--- config.mk ---
export PLATFORM = sky130hd
export DESIGN_NAME = display_ctrl_n
export DESIGN_NICKNAME = d
export VERILOG_FILES = /design/src/rtl/display_pkg.sv /design/src/rtl/frame_debounce.sv /design/src/rtl/display_ctrl_n.sv
export SDC_FILE = /design/constraint.sdc
export NUM_CORES = 1
export LEC_CHECK = 0
export CORE_MARGIN = 2
export CORE_UTILIZATION = 40
export DETAILED_ROUTE_END_ITERATION = 16
export PLACE_DENSITY = 0.6
export SETUP_SLACK_MARGIN = 0.02
export SYNTH_ARGS = -nofsm -noshare
export SYNTH_HDL_FRONTEND = slang
export SYNTH_SLANG_ARGS = --single-unit
export TNS_END_PERCENT = 10
--- constraint.sdc ---
create_clock -name CLK -period 2.46 [get_ports CLK]
set_input_delay 0.246 -clock CLK [delete_from_list [all_inputs] [get_ports CLK]]
set_output_delay 0.246 -clock CLK [all_outputs]
set_load 0.02 [all_outputs]
--- src/rtl/display_pkg.sv ---
// Shared FSM state type and default parameter values for the display controller.
package display_pkg;

    typedef enum logic {
        WAIT_PRESS   = 1'b0,
        WAIT_RELEASE = 1'b1
    } state_e;

    localparam int DEF_NUM_KEYS     = 10;
    localparam int DEF_SEL_W        = 5;
    localparam int DEF_COLOR_W      = 1;
    localparam int DEF_TICK_W       = 22;
    localparam int DEF_STARTUP_DISP = 6;
    localparam int DEF_STARTUP_CALC = 15;
    localparam int DEF_DEBOUNCE     = 2;
    localparam int DEF_DEFAULT_SEL  = 0;

endpackage

--- src/rtl/frame_debounce.sv ---
// Once-per-frame key snapshot with a saturating count of consecutive identical,
// non-empty snapshots. stable_next is the count as it stands after this cycle's sample.
module frame_debounce
    import display_pkg::*;
#(
    parameter int SNAP_W   = DEF_NUM_KEYS + 2,
    parameter int DEBOUNCE = DEF_DEBOUNCE,
    parameter int CNT_W    = 2
) (
    input  logic              clk,
    input  logic              rst,
    input  logic              sample,
    input  logic [SNAP_W-1:0] pressed,
    output logic [CNT_W-1:0]  stable_next
);

    logic [SNAP_W-1:0] snap_q, snap_d;
    logic [CNT_W-1:0]  cnt_q, cnt_d;

    always_comb begin
        snap_d = snap_q;
        cnt_d  = cnt_q;
        if (sample) begin
            snap_d = pressed;
            if ((pressed == snap_q) && (pressed != '0)) begin
                cnt_d = (cnt_q == CNT_W'(DEBOUNCE)) ? cnt_q : cnt_q + CNT_W'(1);
            end else begin
                cnt_d = '0;
            end
        end
    end

    assign stable_next = cnt_d;

    always_ff @(posedge clk) begin
        if (rst) begin
            snap_q <= '0;
            cnt_q  <= '0;
        end else begin
            snap_q <= snap_d;
            cnt_q  <= cnt_d;
        end
    end

endmodule

--- src/rtl/display_ctrl_n.sv ---
// VGA-side controller: startup enables, registered pixel output and debounced
// preset selection that holds the calculation core in reset until keys are released.
module display_ctrl_n
    import display_pkg::*;
#(
    parameter int NUM_KEYS     = DEF_NUM_KEYS,
    parameter int SEL_W        = DEF_SEL_W,
    parameter int COLOR_W      = DEF_COLOR_W,
    parameter int TICK_W       = DEF_TICK_W,
    parameter int STARTUP_DISP = DEF_STARTUP_DISP,
    parameter int STARTUP_CALC = DEF_STARTUP_CALC,
    parameter int DEBOUNCE     = DEF_DEBOUNCE,
    parameter int DEFAULT_SEL  = DEF_DEFAULT_SEL
) (
    input  logic                 CLK,
    input  logic                 RST,
    input  logic                 vnotactive,
    input  logic [NUM_KEYS-1:0]  keys_n,
    input  logic                 key_up_n,
    input  logic                 key_down_n,
    input  logic [3*COLOR_W-1:0] pix_in,
    output logic [3*COLOR_W-1:0] pix_out,
    output logic [SEL_W-1:0]     sel_num,
    output logic                 sel_load,
    output logic                 calc_rst,
    output logic                 calc_en,
    output logic                 disp_en,
    output state_e               state_dbg
);

    localparam int SNAP_W = NUM_KEYS + 2;
    localparam int CNT_W  = $clog2(DEBOUNCE + 1);
    localparam int TCNT_W = $clog2(STARTUP_CALC + 1);

    logic [TICK_W-1:0]    presc_q, presc_d;
    logic [TCNT_W-1:0]    tick_cnt_q, tick_cnt_d;
    logic                 disp_en_q, disp_en_d, calc_en_q, calc_en_d;
    logic                 vnotactive_q, vnotactive_d;
    logic [3*COLOR_W-1:0] pix_out_q, pix_out_d;
    logic [SEL_W-1:0]     sel_num_q, sel_num_d;
    logic                 sel_load_q, sel_load_d, calc_rst_q, calc_rst_d;
    state_e               state_q, state_d;

    logic                 vb_rise, act, tick;
    logic [SNAP_W-1:0]    pressed;
    logic [CNT_W-1:0]     stable_next;
    logic [SEL_W-1:0]     low_idx;

    assign vb_rise = vnotactive & ~vnotactive_q;
    assign pressed = ~{key_down_n, key_up_n, keys_n};
    assign tick    = &presc_q;

    frame_debounce #(
        .SNAP_W   (SNAP_W),
        .DEBOUNCE (DEBOUNCE),
        .CNT_W    (CNT_W)
    ) u_debounce (
        .clk         (CLK),
        .rst         (RST),
        .sample      (vb_rise),
        .pressed     (pressed),
        .stable_next (stable_next)
    );

    // Startup enables are sticky; they rise on the same edge the tick count lands.
    always_comb begin
        presc_d      = presc_q + TICK_W'(1);
        tick_cnt_d   = tick_cnt_q;
        if (tick && (tick_cnt_q != TCNT_W'(STARTUP_CALC))) begin
            tick_cnt_d = tick_cnt_q + TCNT_W'(1);
        end
        disp_en_d    = disp_en_q | (tick_cnt_d >= TCNT_W'(STARTUP_DISP));
        calc_en_d    = calc_en_q | (tick_cnt_d >= TCNT_W'(STARTUP_CALC));
        vnotactive_d = vnotactive;
        pix_out_d    = disp_en_q ? pix_in : pix_out_q;
    end

    always_comb begin
        low_idx = '0;
        for (int i = NUM_KEYS - 1; i >= 0; i--) begin
            if (pressed[i]) low_idx = SEL_W'(i);
        end
    end

    always_comb begin
        state_d    = state_q;
        sel_num_d  = sel_num_q;
        sel_load_d = 1'b0;
        calc_rst_d = calc_rst_q;
        act        = 1'b0;
        case (state_q)
            WAIT_PRESS: begin
                calc_rst_d = 1'b0;
                if (vb_rise && calc_en_q && (stable_next == CNT_W'(DEBOUNCE))) begin
                    if (|pressed[NUM_KEYS-1:0]) begin
                        sel_num_d = low_idx;
                        act       = 1'b1;
                    end else if (pressed[NUM_KEYS] && !pressed[NUM_KEYS+1]) begin
                        sel_num_d = (sel_num_q == SEL_W'(NUM_KEYS - 1)) ? '0 : sel_num_q + SEL_W'(1);
                        act       = 1'b1;
                    end else if (pressed[NUM_KEYS+1] && !pressed[NUM_KEYS]) begin
                        sel_num_d = (sel_num_q == '0) ? SEL_W'(NUM_KEYS - 1) : sel_num_q - SEL_W'(1);
                        act       = 1'b1;
                    end
                end
                if (act) begin
                    sel_load_d = 1'b1;
                    calc_rst_d = 1'b1;
                    state_d    = WAIT_RELEASE;
                end
            end
            WAIT_RELEASE: begin
                calc_rst_d = 1'b1;
                if (vb_rise && (pressed == '0)) begin
                    calc_rst_d = 1'b0;
                    state_d    = WAIT_PRESS;
                end
            end
            default: state_d = WAIT_PRESS;
        endcase
    end

    always_ff @(posedge CLK) begin
        if (RST) begin
            presc_q      <= '0;
            tick_cnt_q   <= '0;
            disp_en_q    <= 1'b0;
            calc_en_q    <= 1'b0;
            vnotactive_q <= 1'b0;
            pix_out_q    <= '1;
            sel_num_q    <= SEL_W'(DEFAULT_SEL);
            sel_load_q   <= 1'b0;
            calc_rst_q   <= 1'b1;
            state_q      <= WAIT_PRESS;
        end else begin
            presc_q      <= presc_d;
            tick_cnt_q   <= tick_cnt_d;
            disp_en_q    <= disp_en_d;
            calc_en_q    <= calc_en_d;
            vnotactive_q <= vnotactive_d;
            pix_out_q    <= pix_out_d;
            sel_num_q    <= sel_num_d;
            sel_load_q   <= sel_load_d;
            calc_rst_q   <= calc_rst_d;
            state_q      <= state_d;
        end
    end

    assign pix_out   = pix_out_q;
    assign sel_num   = sel_num_q;
    assign sel_load  = sel_load_q;
    assign calc_rst  = calc_rst_q;
    assign calc_en   = calc_en_q;
    assign disp_en   = disp_en_q;
    assign state_dbg = state_q;

endmodule

* Yosys cells after proc, flatten, opt, wreduce, memory -nomap -nowiden
Cells that the tools add are included.
** Word-level totals
- Flip-flop bits (word level) :: 54
- Bits in latches :: 0
- RAM bits :: 0
- ROM bits :: 0
- Input bits :: 18
- Output and inout port bits :: 13
- Word-level logic and storage cells :: 74
- Memories :: 0
** Cells by class
- Add/subtract/negate cells :: 5
- Multiply operators :: 0
- Divide/modulo/power cells :: 0
- $lt $le $gt $ge :: 2
- Equal/unequal tests :: 5
- Shift-type cells :: 0
- Muxes and demuxes :: 27
- Bitwise gates (word level) :: 6
- Reduce and logical (&&, ||, !) cells :: 17
** Operators with widths (count)
- 2-to-1 mux 5 bit :: 14
- adder 22 x 1 -> 22 bit, second input constant :: 1
- AND reduction 22 bit :: 1
- == test 12 bit :: 1
- logical NOT 12 bit :: 1
- inverter 12 bit :: 1
- nonzero test 12 bit :: 1
- OR reduction 10 bit :: 1
- 2-to-1 mux 4 bit :: 2
- logical AND 1 bit :: 7
- 2-to-1 mux 1 bit :: 7
- 2-to-1 mux 2 bit :: 3
- adder 5 x 1 -> 5 bit, second input constant :: 1
- == test 5 x 4 -> 1 bit, second input constant :: 1
- logical NOT 5 bit :: 1
- subtractor 5 x 1 -> 5 bit, second input constant :: 1
- adder 4 x 1 -> 4 bit, second input constant :: 1
- == test 2 bit, second input constant :: 2
- greater-or-equal comparator 4 x 3 -> 1 bit, second input constant :: 1
- greater-or-equal comparator 4 bit, second input constant :: 1
- != test 4 bit, second input constant :: 1
- AND reduction 3 bit :: 1
- nonzero test 3 bit :: 1
- adder 2 x 1 -> 2 bit, second input constant :: 1
- other kinds (6) :: 9

* Longest topological paths before layout
Gate-level depths: netlist of the first run.
- Depth in word-level cells :: 12
- Depth in mapped cells :: 8
- Mapped depth without buffers :: 7

* Hierarchy
A second synthesis of the first run with hierarchy kept.
** Second synthesis, totals
- Cells, all modules :: 320
- Area total of the unflattened synthesis :: 2822.7 um2
** By module, submodules not included
- display_ctrl_n :: instances 1, cells each 245, area an instance 2095.8 um2, seq. area each 800.8 um2
- frame_debounce :: instances 1, cells each 75, area an instance 726.9 um2, seq. area each 280.3 um2

* Worst setup path after synthesis of the first run
OpenSTA, ideal clock, no wires.
- Path type :: register to register
- From :: register sel_num_q[0] (netlist: sel_num[0])
- To :: register sel_num_q[0] (netlist: sel_num[0])
- Library setup time :: 86 ps
- Data arrival time :: 1762 ps
- Data required time :: 2374 ps
- Path slack :: 612 ps
- Stages on the path, launching flop included :: 8
- Buffers on the path :: 0
- Period minus slack after synthesis :: 1848 ps
- Cells stage by stage :: dfxtp_1 inv_1 ha_1 or4b_1 a21oi_1 o21ai_1 and4_1 a221oi_2
** On the way
- Word-level cells in the longest chain between the ends :: 5
- Elaborated cells between the ends (all ways) :: 9
- Those cells by class :: add/sub: 2; eq/ne: 1; mux: 5; reduce/logical: 1
** Ends and longest elaborated chain
- start, declared :: RTL line display_ctrl_n.sv:40 : logic [SEL_W-1:0] sel_num_q, sel_num_d;
- start signal, assigned :: RTL line display_ctrl_n.sv:131 : sel_num_q <= SEL_W'(DEFAULT_SEL);
- start signal, assigned :: RTL line display_ctrl_n.sv:142 : sel_num_q <= sel_num_d;
- subtractor 5 x 1 -> 5 bit or logical NOT 5 bit (tied branches) :: RTL line display_ctrl_n.sv:102 : sel_num_d = (sel_num_q == '0) ? SEL_W'(NUM_KEYS - 1) : sel_num_q - SEL_W'(1);
- 2-to-1 mux 5 bit :: RTL line display_ctrl_n.sv:102
- 2-to-1 mux 5 bit :: RTL line display_ctrl_n.sv:101 : end else if (pressed[NUM_KEYS+1] && !pressed[NUM_KEYS]) begin
- 2-to-1 mux 5 bit * :: RTL line display_ctrl_n.sv:98 : end else if (pressed[NUM_KEYS] && !pressed[NUM_KEYS+1]) begin
- 2-to-1 mux 5 bit * :: RTL line display_ctrl_n.sv:95 : if (|pressed[NUM_KEYS-1:0]) begin
Mark *: on every way between the ends. The rest lies on a longest branch, timed or not. The select of a mux whose other input is x is not followed.
A chain may end at the register's enable or synchronous reset.

* Final worst setup path of the first run
Ends and elaborated chain as after synthesis.

==> results of run 1 <==
-- logic make-up after synthesis --
kind of cell,after synthesis,share of synthesized area
flops,54,0.389
compound gates,52,0.139
xor+xnor,36,0.113
buf+inv,29,0.0410
simple gates,133,0.263
mux,4,0.0144
fa+ha+maj,9,0.0405
-- power groups by stage --
stage | clock network [mW] | registers [mW] | logic (mW)
after floorplan | 0 | 0.927 | 0.0818
after global placement | 0 | 0.929 | 0.144
after detailed placement | 0 | 0.929 | 0.145
after CTS | 0.610 | 0.909 | 0.146
after global routing | 0.647 | 0.911 | 0.160
final | 0.590 | 0.908 | 0.143
-- sequential cells by signal, summed over array words and instances (netlist names) --
name / count
calc_en: 1
calc_rst: 1
disp_en: 1
pix_out: 3
presc_q: 22
sel_load: 1
sel_num: 5
state_dbg: 1
tick_cnt_q: 4
u_debounce.cnt_q: 2
u_debounce.snap_q: 12
vnotactive_q: 1
-- synthesized netlist by cell type (all sizes together), types with 2 or more instances --
library cell / n / area share
mux2i: 4 / 0.014
a31oi: 3 / 0.0068
xnor2: 8 / 0.025
nor2b: 10 / 0.023
a21oi: 5 / 0.0090
nand2: 13 / 0.018
xor2: 28 / 0.088
and3: 6 / 0.014
ha: 9 / 0.041
nor4: 4 / 0.014
and4: 6 / 0.019
dfxtp: 54 / 0.39
nor2: 44 / 0.059
and2: 3 / 0.0068
inv: 13 / 0.018
o21ai: 10 / 0.018
nand4: 10 / 0.025
a211o: 3 / 0.0095
clkbuf: 10 / 0.014
nand3: 19 / 0.036
a221oi: 2 / 0.0086
o21bai: 2 / 0.0054
nand2b: 6 / 0.014
nor3: 3 / 0.0072
buf: 6 / 0.0099
a211oi: 15 / 0.042
a21boi: 2 / 0.0054
a22o: 2 / 0.0063
-- stage by stage --
stage	instances	area (um^2)	hold slack, ps
floorplan	317	2780	342
global placement	416	3150	443
detailed placement	416	3150	454
CTS	424	3260	478
global route	424	3260	483
finish	424	3260	479
-- cell usage in the layout, fill, tap and decap left out, types with 3 or more instances in the layout --
| cell type | instances |
|---|---|
| dfxtp_1 | 54 |
| nor2_1 | 44 |
| clkdlybuf4s50_1 | 29 |
| xor2_1 | 28 |
| nand3_1 | 18 |
| a211oi_1 | 14 |
| inv_1 | 13 |
| nand2_1 | 13 |
| nor2b_1 | 10 |
| nand4_1 | 9 |
| ha_1 | 9 |
| xnor2_1 | 8 |
| o21ai_0 | 7 |
| and4_1 | 6 |
| and3_1 | 6 |
| nand2b_1 | 6 |
| a21oi_1 | 5 |
| clkbuf_8 | 5 |
| buf_4 | 5 |
| mux2i_1 | 4 |
| and2_1 | 3 |
| nor4_1 | 3 |
| a31oi_1 | 3 |
| a211o_1 | 3 |
| o21ai_1 | 3 |
-- worst max path at each step --
stage / from / endpoint / slack, ps / cells after the start
2_1_floorplan: sel_num[0] / sel_num[0] / 610 / 7
3_3_place_gp: key_up_n / sel_num[0] / 230 / 8
3_5_place_dp: key_up_n / sel_num[0] / 180 / 8
4_1_cts: sel_num[0] / sel_num[0] / 430 / 7
5_1_grt: sel_num[0] / sel_num[0] / 320 / 7
6_report: sel_num[0] / sel_num[0] / 440 / 7
-- layout make-up --
cell class	instances	share of cell area
Inverter	13	0.0150
Multi-Input combinational cell	234	0.486
Tap cell	80	0.0307
Timing Repair Buffer	35	0.102
Clock buffer	6	0.0223
Clock inverter	2	0.0115
Sequential cell	54	0.332
-- metal layers --
layer	wire length, um	up-vias	part of all wire
li1	-	1168	-
met3	232	5	0.041
met5	0	-	0
met2	2470	44	0.44
met4	63	0	0.011
met1	2830	1039	0.51
==> results.json, run 1 <==
{
  "clockRootBuffer": "clkbuf_8",
  "min_to": "presc_q[0]",
  "worst_pin_slew_ps": 769,
  "met2_usage": 0.240,
  "holdCritStartpoint": "presc_q[0]",
  "cts_tree": "done",
  "arrival_ps": 2240,
  "ant_nets": 0,
  "ir_drop_mv": 0.325,
  "die-height_um": 87.4,
  "crit_type": "flop to flop",
  "hp-class": "flop to flop",
  "fill_cells": 674,
  "max_stage_delay_ps": 450,
  "io_pins": 31,
  "initialDrtViolationCount": 105,
  "p_seq_frac": 0.553,
  "start_util": 0.411,
  "seq_area_frac_synth": 0.389,
  "slew_headroom": 0.487,
  "final_util": 0.482,
  "top_usage_layer": "met2",
  "clock_power_share": 0.359,
  "finClkSkew_ps": 4.78,
  "switchingPower_mw": 0.378,
  "r2r_end": "sel_num[0]",
  "cts_buffers": 5,
  "via_count": 2256,
  "nNetsFinal": 370,
  "htree_levels": 2,
  "pre_cts_ws_ps": 180,
  "final_max_slew_viol_count": 0,
  "drive_gt1_frac": 0.0669,
  "critPathBufInv": 1,
  "worst_slack_ps": 440,
  "dieArea_um2": 7630,
  "p_int_mw": 1.26,
  "startpoint_type": "flop",
  "swShare": 0.230,
  "power.density_nw_per_um2": 504,
  "grt_max_degree": 44,
  "cts_resized": 0,
  "ys.flop_type": "dfxtp_1",
  "r2r_slack_ps": 440,
  "fp-row-count": 30,
  "routed_via_density": 5.32,
  "avgSynthCellArea_um2": 8.77,
  "fmax_mhz": 495,
  "drt_drc_violations_left": 0,
  "rsz0062_at_grt": "false",
  "pwr-share-comb": 0.087,
  "grt_usage": 0.156,
  "r2r_start": "sel_num[0]",
  "crit_required_ps": 2680,
  "syn_inst": 317,
  "ff_latch_area_um2": 1080,
  "die_x_um": 87.4,
  "ys_warn_count": 0,
  "p_leak_nw": 1.22,
  "grt_antenna_before_repair": 0,
  "finalCritPeriodShare": 0.821,
  "holdPathStages": 1,
  "syn_to_final_growth_pct": 17.2,
  "syn-num-nets": 344,
  "synth-seq-cells": 54,
  "hold_viol": 0,
  "slowest_stage": "or4b_1",
  "drt-total-wl_um": 5590,
  "insertion_delay_ps": 300,
  "met1_usage": 0.216,
  "synth_cell_types": 53,
  "setup_tns_ps": 0,
  "met3_usage": 0.0389,
  "syn_area_um2": 2780,
  "finalSetupViolCount": 0,
  "clockBufferDepth": 2,
  "first_global_vias": 2007,
  "reg2regPathDepth": 7,
  "synth_enable_flop_cells": 0,
  "dr.pass1.iters": 4,
  "worst_path_dominant_cell_family": "simple AND/OR/NAND/NOR gates",
  "hpwlAfterDp_um": 4070,
  "grt.overflow.total": 0,
  "wire_per_inst_um": 13.2,
  "holdBufCountCts": 0,
  "cts_sinks": 54,
  "port_buffers": 30,
  "async_reset_ff_frac": 0,
  "fin_crit_ps": 2020,
  "path_max_fanout": 9,
  "grt_pass1_wl_um": 9440,
  "antennaDiodeCount": 0,
  "outcome": "complete, no violations",
  "gp_congestion": 0.770,
  "total_power_mw": 1.64,
  "cp-end-kind": "flop",
  "core-area_um2": 6760,
  "max_cap_violations": 0,
  "multiInputGateArea_um2": 1580,
  "crit_chain": "inv_1 > ha_1 > or4b_1 > a21oi_1 > o21ai_1 > and4_1 > a221oi_2",
  "cts_setup_buffers": 0,
  "clk_pin_slew_worst_paths_ps": 100
}
Note: power is estimated with default switching activity, not from simulation.
==> inputs of run 2 (changes only) <==
clock period = 1.9 ns   (was 2.46 ns; I/O delays follow)
==> run 2 against run 1 <==
Sequential share of layout area decreased by 2.5 points. Utilization is 3.9 points higher. First-iteration DRC count is 4.8% lower. Count of clock-buffer cells in the layout shrank 1. Via count rose by 4.2%. Power is 34% higher. Non-clock buffer count increased by 31. Sequential power is 30% higher. Cell count rose by 7.3%. Worst hold slack worse by 110 ps. Clock power rose by 37%. Register-to-register slack worse by 360 ps. Largest cell class unchanged.
==> results.json, run 2 (synthesis gave the netlist of run 1 again) <==
{
  "syn_to_final_growth_pct": 26.6,
  "clk_pin_slew_worst_paths_ps": 110,
  "cts_sinks": 54,
  "total_power_mw": 2.20,
  "r2r_end": "sel_num[0]",
  "wire_per_inst_um": 13.0,
  "multiInputGateArea_um2": 1600,
  "finalCritPeriodShare": 0.979,
  "first_global_vias": 2155,
  "core-area_um2": 6760,
  "reg2regPathDepth": 7,
  "grt_pass1_wl_um": 9780,
  "die-height_um": 87.4,
  "grt_max_degree": 34,
  "antennaDiodeCount": 0,
  "p_int_mw": 1.67,
  "fp-row-count": 30,
  "cts_tree": "done",
  "drive_gt1_frac": 0.155,
  "clock_power_share": 0.366,
  "r2r_slack_ps": 80,
  "ant_nets": 0,
  "grt.overflow.total": 0,
  "max_cap_violations": 0,
  "final_max_slew_viol_count": 0,
  "p_leak_nw": 1.38,
  "insertion_delay_ps": 310,
  "outcome": "complete, no violations",
  "start_util": 0.411,
  "via_count": 2351,
  "whs_ps": 372,
  "fmax_mhz": 538,
  "path_max_fanout": 2,
  "initialDrtViolationCount": 100,
  "dp_cells": 447,
  "grt_antenna_before_repair": 0,
  "worstSetupEndpoint": "sel_num[0]",
  "fin_crit_ps": 1860,
  "routed_via_density": 5.17,
  "grt_usage": 0.159,
  "nNetsFinal": 401,
  "die_x_um": 87.4,
  "final_cell_mix": "dfxtp_1 (54), nor2_1 (44), buf_4 (36)",
  "htree_levels": 2,
  "clockBufferDepth": 2,
  "cts_buffers": 5,
  "largest_register": "presc_q",
  "ir_drop_mv": 0.509,
  "ff_latch_area_um2": 1080,
  "final_util": 0.521,
  "largest_register_ffs": 22,
  "dr.pass1.iters": 4,
  "fin_area_um2": 3520,
  "hp-class": "primary input to flop",
  "cts_setup_buffers": 0,
  "cp-end-kind": "flop",
  "p_seq_frac": 0.534,
  "dieArea_um2": 7630,
  "power.density_nw_per_um2": 627,
  "swShare": 0.240,
  "hold_viol": 0,
  "switchingPower_mw": 0.529,
  "gp_congestion": 0.806,
  "crit_type": "primary input to flop",
  "slew_headroom": 0.600,
  "startpoint_type": "primary input",
  "pre_cts_ws_ps": -245,
  "hpwlAfterDp_um": 4320,
  "stdcell_count": 455,
  "clockRootBuffer": "clkbuf_8",
  "port_buffers": 30,
  "worst_pin_slew_ps": 600,
  "placed_area_um2": 3380,
  "crit_start": "key_up_n",
  "r2r_start": "sel_num[1]",
  "cts_resized": 0,
  "fill_cells": 618,
  "pwr-share-comb": 0.101,
  "holdBufCountCts": 0,
  "drt_drc_violations_left": 0,
  "finClkSkew_ps": 10.4,
  "setup_tns_ps": 0,
  "finalSetupViolCount": 0,
  "final_common_cell": "dfxtp_1",
  "crit_required_ps": 2120,
  "rsz0062_at_grt": "true",
  "io_pins": 31,
  "arrival_ps": 2080,
  "drt-total-wl_um": 5940,
  "worst_slack_ps": 39.9
}
## run 2: area by class of cell
type,instances,share of cell area
multi-input cells,234,0.456
inverters,13,0.0139
flip-flops and latches,54,0.307
well taps,80,0.0285
clock buffers,5,0.0196
clock inverters,3,0.0139
repair buffers,66,0.161
## run 2: power groups by stage
stage,Clock [mW],Sequential [mW],Combinational [mW]
after floorplan,0,1.20,0.106
after global placement,0,1.20,0.220
after detailed placement,0,1.20,0.221
after CTS,0.832,1.18,0.223
after global routing,0.874,1.18,0.249
final,0.806,1.18,0.222
## run 2: routing by layer
layer	global-route usage	share of wire	vias up
met1	0.216	0.51	1104
met4	0.0336	0.0061	0
met3	0.0313	0.023	5
met2	0.261	0.46	20
li1	-	-	1222
met5	0	0	-
## run 2: critical path, stage by stage
cell and delay (ps):
clkdlybuf4s50_1 490, inv_1 50, ha_1 200, or4b_4 480
a21oi_2 150, o21ai_1 80, and4_1 220, a221oi_2 220
## run 2: worst min path at each step
| stage | endpoint | slack (ps) | cells after the start | start |
|---|---|---|---|---|
| after floorplan | u_debounce.snap_q[0] | 290 | 1 | keys_n[0] |
| after global placement | u_debounce.cnt_q[0] | 470 | 1 | u_debounce.cnt_q[0] |
| after detailed placement | u_debounce.cnt_q[0] | 470 | 1 | u_debounce.cnt_q[0] |
| after CTS | tick_cnt_q[2] | 360 | 2 | RST |
| after global routing | presc_q[20] | 390 | 2 | RST |
| final | presc_q[21] | 370 | 2 | RST |
